===== src/rtl/min_sec_counter.sv =====
// min_sec_counter: MM:SS time-of-day style counter kept as four cascaded BCD
// digits, advanced by a one-cycle 1 Hz tick while run is high.
//
// Ports
//   clk_50mhz            in   system clock, all state changes on rising edge
//   reset                in   asynchronous active-low reset
//   tick_1hz             in   one-cycle advance pulse from the clock divider
//   run                  in   1 = counting enabled, 0 = paused (ticks dropped)
//   clear                in   synchronous clear, highest priority
//   load                 in   synchronous minute preset, below clear
//   load_min_tens/ones   in   BCD minute value used by load
//   sec_ones..min_tens   out  registered BCD time digits
//   wrap_tick            out  one-cycle pulse after the MINUTE_LIMIT:59 -> 00:00 rollover
//   load_err             out  one-cycle pulse after a rejected load
module min_sec_counter #(
  parameter int unsigned MINUTE_LIMIT = 59
) (
  input  logic       clk_50mhz,
  input  logic       reset,
  input  logic       tick_1hz,
  input  logic       run,
  input  logic       clear,
  input  logic       load,
  input  logic [3:0] load_min_tens,
  input  logic [3:0] load_min_ones,
  output logic [3:0] sec_ones,
  output logic [3:0] sec_tens,
  output logic [3:0] min_ones,
  output logic [3:0] min_tens,
  output logic       wrap_tick,
  output logic       load_err
);

  localparam int unsigned DIGIT_W  = 4;
  localparam int unsigned VALUE_W  = 8;
  localparam logic [DIGIT_W-1:0] LIM_TENS = DIGIT_W'(MINUTE_LIMIT / 10);
  localparam logic [DIGIT_W-1:0] LIM_ONES = DIGIT_W'(MINUTE_LIMIT % 10);
  localparam logic [VALUE_W-1:0] LIM_VAL  = VALUE_W'(MINUTE_LIMIT);

  // Per-edge action after priority resolution (clear > load > advance).
  typedef enum logic [2:0] {
    ACT_HOLD,
    ACT_CLEAR,
    ACT_LOAD,
    ACT_REJECT,
    ACT_ADVANCE
  } action_e;

  logic [DIGIT_W-1:0] sec_ones_q, sec_ones_d;
  logic [DIGIT_W-1:0] sec_tens_q, sec_tens_d;
  logic [DIGIT_W-1:0] min_ones_q, min_ones_d;
  logic [DIGIT_W-1:0] min_tens_q, min_tens_d;
  logic               wrap_q, wrap_d;
  logic               err_q, err_d;

  action_e            action_c;
  logic [VALUE_W-1:0] load_val_c;
  logic               load_ok_c;
  logic               sec_ones_max_c;
  logic               sec_tens_max_c;
  logic               min_max_c;

  // Load validation: both digits BCD and the pair no larger than the limit.
  always_comb begin
    load_val_c = VALUE_W'(load_min_tens) * VALUE_W'(10) + VALUE_W'(load_min_ones);
    load_ok_c  = (load_min_tens <= DIGIT_W'(9)) &&
                 (load_min_ones <= DIGIT_W'(9)) &&
                 (load_val_c <= LIM_VAL);
  end

  // Priority decode of the requests seen on this edge.
  always_comb begin
    action_c = ACT_HOLD;
    if (clear) begin
      action_c = ACT_CLEAR;
    end else if (load) begin
      action_c = load_ok_c ? ACT_LOAD : ACT_REJECT;
    end else if (tick_1hz && run) begin
      action_c = ACT_ADVANCE;
    end
  end

  // Terminal-count detection; ">=" keeps any out-of-range value self-correcting.
  always_comb begin
    sec_ones_max_c = (sec_ones_q >= DIGIT_W'(9));
    sec_tens_max_c = (sec_tens_q >= DIGIT_W'(5));
    min_max_c      = (min_tens_q > LIM_TENS) ||
                     ((min_tens_q == LIM_TENS) && (min_ones_q >= LIM_ONES));
  end

  // Next-state for the digit cascade and the two status pulses.
  always_comb begin
    sec_ones_d = sec_ones_q;
    sec_tens_d = sec_tens_q;
    min_ones_d = min_ones_q;
    min_tens_d = min_tens_q;
    wrap_d     = 1'b0;
    err_d      = 1'b0;

    unique case (action_c)
      ACT_CLEAR: begin
        sec_ones_d = '0;
        sec_tens_d = '0;
        min_ones_d = '0;
        min_tens_d = '0;
      end

      ACT_LOAD: begin
        sec_ones_d = '0;
        sec_tens_d = '0;
        min_ones_d = load_min_ones;
        min_tens_d = load_min_tens;
      end

      ACT_REJECT: begin
        err_d = 1'b1;
      end

      ACT_ADVANCE: begin
        if (!sec_ones_max_c) begin
          sec_ones_d = sec_ones_q + DIGIT_W'(1);
        end else begin
          sec_ones_d = '0;
          if (!sec_tens_max_c) begin
            sec_tens_d = sec_tens_q + DIGIT_W'(1);
          end else begin
            sec_tens_d = '0;
            // Minute pair counts as BCD 00..MINUTE_LIMIT.
            if (min_max_c) begin
              min_ones_d = '0;
              min_tens_d = '0;
              wrap_d     = 1'b1;
            end else if (min_ones_q >= DIGIT_W'(9)) begin
              min_ones_d = '0;
              min_tens_d = min_tens_q + DIGIT_W'(1);
            end else begin
              min_ones_d = min_ones_q + DIGIT_W'(1);
            end
          end
        end
      end

      default: begin
        // ACT_HOLD: everything keeps its value, pulses stay low.
      end
    endcase
  end

  // State register.
  always_ff @(posedge clk_50mhz or negedge reset) begin
    if (!reset) begin
      sec_ones_q <= '0;
      sec_tens_q <= '0;
      min_ones_q <= '0;
      min_tens_q <= '0;
      wrap_q     <= 1'b0;
      err_q      <= 1'b0;
    end else begin
      sec_ones_q <= sec_ones_d;
      sec_tens_q <= sec_tens_d;
      min_ones_q <= min_ones_d;
      min_tens_q <= min_tens_d;
      wrap_q     <= wrap_d;
      err_q      <= err_d;
    end
  end

  assign sec_ones  = sec_ones_q;
  assign sec_tens  = sec_tens_q;
  assign min_ones  = min_ones_q;
  assign min_tens  = min_tens_q;
  assign wrap_tick = wrap_q;
  assign load_err  = err_q;

endmodule


===== config.mk =====
export PLATFORM = sky130hd
export DESIGN_NAME = min_sec_counter
export DESIGN_NICKNAME = d
export VERILOG_FILES = /design/src/rtl/min_sec_counter.sv
export SDC_FILE = /design/constraint.sdc
export NUM_CORES = 1
export LEC_CHECK = 0
export CAP_MARGIN = 20
export CORE_MARGIN = 3
export CORE_UTILIZATION = 51
export CTS_CLUSTER_SIZE = 10
export DETAILED_ROUTE_END_ITERATION = 10
export GPL_ROUTABILITY_DRIVEN = 0
export HOLD_SLACK_MARGIN = 0.02
export MAX_ROUTING_LAYER = met4
export PLACE_DENSITY_LB_ADDON = 0.12
export SLEW_MARGIN = 20
export SYNTH_ARGS = -nofsm -noshare
export SYNTH_HDL_FRONTEND = slang
export SYNTH_SLANG_ARGS = --single-unit

===== constraint.sdc =====
create_clock -name clk_50mhz -period 2.5 [get_ports clk_50mhz]
set_input_delay 0.25 -clock clk_50mhz [delete_from_list [all_inputs] [get_ports clk_50mhz]]
set_output_delay 0.25 -clock clk_50mhz [all_outputs]
set_load 0.05 [all_outputs]

==> flow_summary.json, run 1 <==
{
  "grt_max_degree": 19,
  "worst-r2r-setup-slack_ns": 0.30,
  "drt_wl_total_mm": 4.452,
  "clock_path_buffers": 2,
  "post-synth-top-area-cell": "dfrtp_1",
  "fillerInstances": 154,
  "path_cells": "clkdlybuf4s50_1, ha_1, buf_4, a32o_1, a211o_1, buf_4, a211oi_4, a31oi_1, o2bb2ai_1",
  "slowest_delay_ns": 0.45,
  "synthArstFlopShare_pct": 100.0,
  "clock-sinks": 18,
  "cp-start-kind": "primary input",
  "crit_path_frequent_cell": "buf_4",
  "use_met3_pct": 5.400,
  "die_x_um": 60.10,
  "synth_seq_area_share_pct": 30.18,
  "cp_data_required_time_ns": 2.74,
  "synth-compound-area-share_pct": 26.57,
  "dp_worst_setup_slack_ns": -0.7630,
  "crit-reg2reg-launch": "min_ones[1]",
  "end_kind": "register",
  "worstMarginPinSlew_ns": 0.8612,
  "synth_seq_cells": 18,
  "vias_per_cell": 6.193,
  "grt_most_used_layer": "met2",
  "whs_path_depth": 3,
  "crit_path_top_delay_cell": "clkdlybuf4s50_1",
  "hold_class": "in -> reg",
  "power_leakage_nw": 0.9636,
  "coreArea_sq_um": 2635,
  "synth_top_family_by_area": "compound AO/OA/AOI/OAI gates",
  "vias": 1474,
  "dieArea_sq_um": 3612,
  "routedWlPerCell_um": 18.71,
  "max_slew_margin_pct": 42.41,
  "p_int_mw": 0.5843,
  "swShare_pct": 39.18,
  "comb_power_share_pct": 44.5,
  "setup_ws_ns": 0.003811,
  "ys_warn_count": 0,
  "synth_xor_area_share_pct": 1.676,
  "die_y_um": 60.10,
  "syn_avg_cell_area_sq_um": 9.820,
  "setup.worst_path.class": "in -> reg",
  "p_clk_share_pct": 20.5,
  "synth_simple_gate_area_share_pct": 15.09,
  "finalPower_mw": 0.9606,
  "cts_tree": "done",
  "grt_pass1_wl_mm": 6.934,
  "cp_max_fo": 7,
  "pin_count": 32,
  "htree_num_levels": 1,
  "ir_drop_uv": 509.7,
  "root_buffer": "clkbuf_4",
  "hold_path_end": "min_tens[0]",
  "regArea_sq_um": 450.4,
  "setup_viol": 0,
  "fp-row-count": 18,
  "worstSkewPairLatency_ns": 0.31,
  "fin_worst_skew_ns": 0.01467,
  "area_growth_pct": 44.17,
  "final_hold_viol_count": 0,
  "synth.most_common_cell": "ha_1",
  "synth-edff-count": 0,
  "synth_mux_area_share_pct": 4.107,
  "power_density_nw_per_um2": 446.4,
  "grt-ovfl-total": 0,
  "synth_area_sq_um": 1493,
  "numCtsBuffers": 3,
  "multi_input_area_sq_um": 1116,
  "ys.flop_type": "dfrtp_1",
  "fmax_mhz": 400.6,
  "grt_use_total_pct": 26.40,
  "io_buffers": 31,
  "num_antenna_cells": 0,
  "yosysTopAreaCellShare_pct": 30.18,
  "drc": 0,
  "drive_above_1_share_pct": 26.44,
  "fin_crit_sh_pct": 99.85,
  "drtPass1Iterations": 4,
  "min_period_ns": 2.496,
  "cp.arrival_ns": 2.73,
  "met1_usage_pct": 28.87,
  "synth_area_leaders": "dfrtp_1 (30%), ha_1 (16%), inv_1 (3.8%)",
  "use_met2_pct": 46.45,
  "initial_utilization_pct": 56.65,
  "yosys-top-cells-count": "ha_1 (19), dfrtp_1 (18), inv_1 (15)",
  "synth_adder_area_share_pct": 18.61,
  "pwr-share-seq_pct": 35.0,
  "antenna_found_initial": 0,
  "antenna_left": 0,
  "status": "finished, final reports clean",
  "min-delay-start": "load_min_tens[0]",
  "drtIter0Drc": 81,
  "postSynthCellCount": 152,
  "cap_violations": 0,
  "cts.clk_slew.worst_paths_ns": 0.13,
  "rr_worst_depth": 8,
  "syn_nets": 187,
  "nets": 244,
  "p_sw_mw": 0.3763,
  "grt_pass1_vias": 1480,
  "slew_violations": 0,
  "dpl.hpwl_mm": 3.064,
  "r2r-end": "min_tens[3]",
  "yosysUniqueCellTypes": 48
}
==> worst max path at each step <==
stage,slack [ns],startpoint,endpoint
6_report,0.004,load_min_ones[3],min_tens[2]
5_1_grt,-0.07,load_min_tens[3],min_tens[2]
3_3_place_gp,-0.63,load_min_tens[1],sec_tens[0]
3_5_place_dp,-0.76,load_min_tens[1],sec_tens[2]
4_1_cts,0.01,load_min_tens[2],sec_tens[0]
2_1_floorplan,-0.04,load_min_tens[1],min_ones[1]
==> area by class of cell <==
type / instances / area share [%]
timing repair buffer: 52 / 21.16
multi-input combinational: 119 / 51.86
clock buffer: 4 / 1.686
sequential: 18 / 20.93
tap: 30 / 1.744
inverter: 15 / 2.616
==> registers in the layout, indices dropped and copies added (netlist names) <==
signal / count
wrap_tick: 1
sec_tens: 4
min_tens: 4
min_ones: 4
load_err: 1
sec_ones: 4
==> per-stage QoR <==
stage | util (%) | TNS (ns) | cells | cell area [sq um] | hold WS, ns
after floorplan | - | -0.08385 | 152 | 1539 | -0.04559
after global placement | 75.59 | -10.14 | 227 | 1992 | 0.5227
after detailed placement | 75.59 | -11.63 | 227 | 1992 | 0.5421
after CTS | 79.25 | 0 | 235 | 2088 | 0.3454
after global routing | 81.67 | -0.1604 | 238 | 2152 | 0.3885
final | 81.67 | 0 | 238 | 2152 | 0.3591
==> worst max-delay path: cells and delay by family <==
kind            cells  cell delay (ns)
fa+ha+maj           1             0.37
compound gates      5             1.31
buf+inv             3             0.79
==> cell usage in the layout, fill, tap and decap left out, drive strengths merged, types with 3 or more instances in the layout <==
master,n
o21ai,6
a31oi,7
mux2i,5
nand2b,3
a32oi,4
clkdlybuf4s50,25
o22ai,3
nor3b,3
buf,25
clkbuf,4
nor2,10
a21o,5
ha,19
nor3,4
inv,15
dfrtp,18
o2bb2ai,3
nand2,7
==> cells by family after synthesis <==
logic type                 after synthesis
buffers and inverters                   15
xor gates and xnor gates                 2
and+or+nand+nor                         41
AOI/OAI and AO/OA                       49
DFF                                     18
muxes                                    6
adders and majority gates               21
==> timing repair <==
item | CTS | global route
pin swaps | 13 | 14
hold buffers | 0 | 0
gates cloned | 0 | 0
resized for setup | 24 | 10
endpoints found under the setup margin | 17 | 16
buffers inserted | 4 | 3
==> per-layer routing <==
layer | share of wire (%) | wire, um | vias to the layer above
met2 | 55 | 2458 | 48
met3 | 3.6 | 160 | 12
li1 | - | - | 692
met4 | 2.7 | 120 | 0
met1 | 38 | 1712 | 722
met5 | 0 | 0 | -
==> power by group through the flow <==
stage | sequential, mW | combinational, mW | clock (mW)
3_3_place_gp | 0.337 | 0.359 | 0
5_1_grt | 0.338 | 0.459 | 0.198
2_1_floorplan | 0.394 | 0.174 | 0
6_report | 0.336 | 0.428 | 0.197
4_1_cts | 0.335 | 0.399 | 0.191
3_5_place_dp | 0.341 | 0.374 | 0
Note: power is estimated with default switching activity, not from simulation.
==> run 2: changes to the inputs <==
--- a/config.mk
+++ b/config.mk
@@ -5,8 +5,9 @@
 export SDC_FILE = /design/constraint.sdc
 export NUM_CORES = 1
 export LEC_CHECK = 0
+export ABC_CLOCK_PERIOD_IN_PS = 2500
 export CAP_MARGIN = 20
-export CORE_MARGIN = 3
+export CORE_MARGIN = 2
 export CORE_UTILIZATION = 51
 export CTS_CLUSTER_SIZE = 10
 export DETAILED_ROUTE_END_ITERATION = 10
==> flow_summary.json, run 2 (synthesis results as in run 1) <==
{
  "multi_input_area_sq_um": 1155,
  "fp-row-count": 19,
  "numCtsBuffers": 3,
  "antenna_left": 0,
  "p_sw_mw": 0.3821,
  "vias": 1499,
  "end_kind": "register",
  "worstMarginPinSlew_ns": 0.8072,
  "drt_wl_total_mm": 4.402,
  "pin_count": 32,
  "drtPass1Iterations": 5,
  "htree_num_levels": 1,
  "hold_class": "in -> async",
  "setup_ws_ns": 0.02713,
  "power_leakage_nw": 1.008,
  "setup_viol": 0,
  "drtIter0Drc": 115,
  "fin_hold_ws_ns": 0.3984,
  "io_buffers": 31,
  "finalPower_mw": 0.9884,
  "fin_crit_sh_pct": 98.91,
  "hold_buffers": 0,
  "cp.arrival_ns": 2.70,
  "power_density_nw_per_um2": 439.1,
  "cts_tree": "done",
  "die_y_um": 58.10,
  "setup.worst_path.class": "in -> reg",
  "grt_pass1_wl_mm": 6.941,
  "finalNonFillerCells": 244,
  "clock-sinks": 18,
  "mostFrequentLayoutCells": "clkdlybuf4s50_1 (25), buf_4 (23), dfrtp_1 (18), inv_1 (15), ha_1 (15)",
  "fillerInstances": 169,
  "grt-ovfl-total": 0,
  "final_hold_viol_count": 0,
  "p_int_mw": 0.6062,
  "slew_violations": 0,
  "dp_cells": 230,
  "dieArea_sq_um": 3376,
  "rsz0062_at_grt": "true",
  "root_buffer": "clkbuf_4",
  "routedWlPerCell_um": 18.04,
  "initial_utilization_pct": 54.13,
  "cts.clk_slew.worst_paths_ns": 0.11,
  "fin_worst_skew_ns": 0.006260,
  "regArea_sq_um": 450.4,
  "grt_max_degree": 19,
  "cp-start-kind": "primary input",
  "pwr-share-seq_pct": 33.8,
  "vias_per_cell": 6.143,
  "die_x_um": 58.10,
  "comb_power_share_pct": 47.0,
  "ir_drop_uv": 461.5,
  "dpl.hpwl_mm": 2.988,
  "num_antenna_cells": 0,
  "p_clk_share_pct": 19.2,
  "drive_above_1_share_pct": 27.70,
  "cp_data_required_time_ns": 2.72,
  "drc": 0,
  "cp_max_fo": 5,
  "worstSkewPairLatency_ns": 0.31,
  "clock_path_buffers": 2,
  "grt_use_total_pct": 27.48,
  "area_growth_pct": 50.80,
  "cap_violations": 0,
  "antenna_found_initial": 0,
  "max_slew_margin_pct": 46.02,
  "fin_util_pct": 81.62,
  "dp_worst_setup_slack_ns": -0.7341,
  "fmax_mhz": 404.4,
  "grt_pass1_vias": 1521,
  "nets": 249,
  "final_common_cell": "clkdlybuf4s50_1",
  "swShare_pct": 38.66,
  "coreArea_sq_um": 2758,
  "min_period_ns": 2.473,
  "status": "finished, final reports clean"
}
-- run 2: worst paths after layout --
kind                                   from          end  slack (ns)  cells after the start
max                        load_min_tens[1]  sec_ones[0]        0.03                     11
min                                   reset  min_ones[2]        0.40                      1
max reg2reg                     min_ones[0]  min_ones[3]        0.15                      8
min reg2reg                     sec_ones[3]  sec_ones[3]        0.56                      1
max in group asynchronous             reset  sec_ones[2]        1.60                      1
min in group clk_50mhz     load_min_tens[1]  min_tens[1]        0.43                      4
-- run 2: layout make-up --
type	instances	area share, %
Sequential cell	18	20.01
Multi-Input combinational cell	119	51.31
Inverter	15	2.501
Tap cell	31	1.723
Timing Repair Buffer	57	22.85
Clock buffer	4	1.612
-- run 2: power by group through the flow --
stage	Clock, mW	Sequential, mW	Combinational (mW)
floorplan	0	0.394	0.174
global placement	0	0.337	0.367
detailed placement	0	0.338	0.377
CTS	0.188	0.333	0.431
global route	0.200	0.337	0.497
finish	0.190	0.334	0.465
-- run 2: critical path, cell delays in order --
cell and delay [ns]:
buf_8 0.10, ha_4 0.24, ha_4 0.16, fa_2 0.57, and2_4 0.18, a311oi_2 0.12, nor3b_4 0.31, a211oi_4 0.09
buf_6 0.15, or3_4 0.36, mux2i_1 0.17
-- run 2: repair_timing --
action	in CTS	in global routing
setup endpoints to repair	17	15
setup buffers	7	4
pin swaps	16	12
gates resized for setup	32	10
-- run 2: metrics by stage --
step / cell area (sq um) / setup TNS, ns
floorplan: 1539 / -0.08385
global placement: 2008 / -10.81
detailed placement: 2008 / -11.57
CTS: 2170 / 0
global route: 2251 / -0.1404
finish: 2251 / 0
-- run 2: metal layers --
| metal | GRT usage, % | part of all wire (%) | vias up |
|---|---|---|---|
| li1 | - | - | 698 |
| met1 | 32.30 | 41 | 711 |
| met2 | 47.73 | 50 | 73 |
| met3 | 3.348 | 5.6 | 17 |
| met4 | 10.63 | 2.8 | 0 |
| met5 | - | 0 | - |
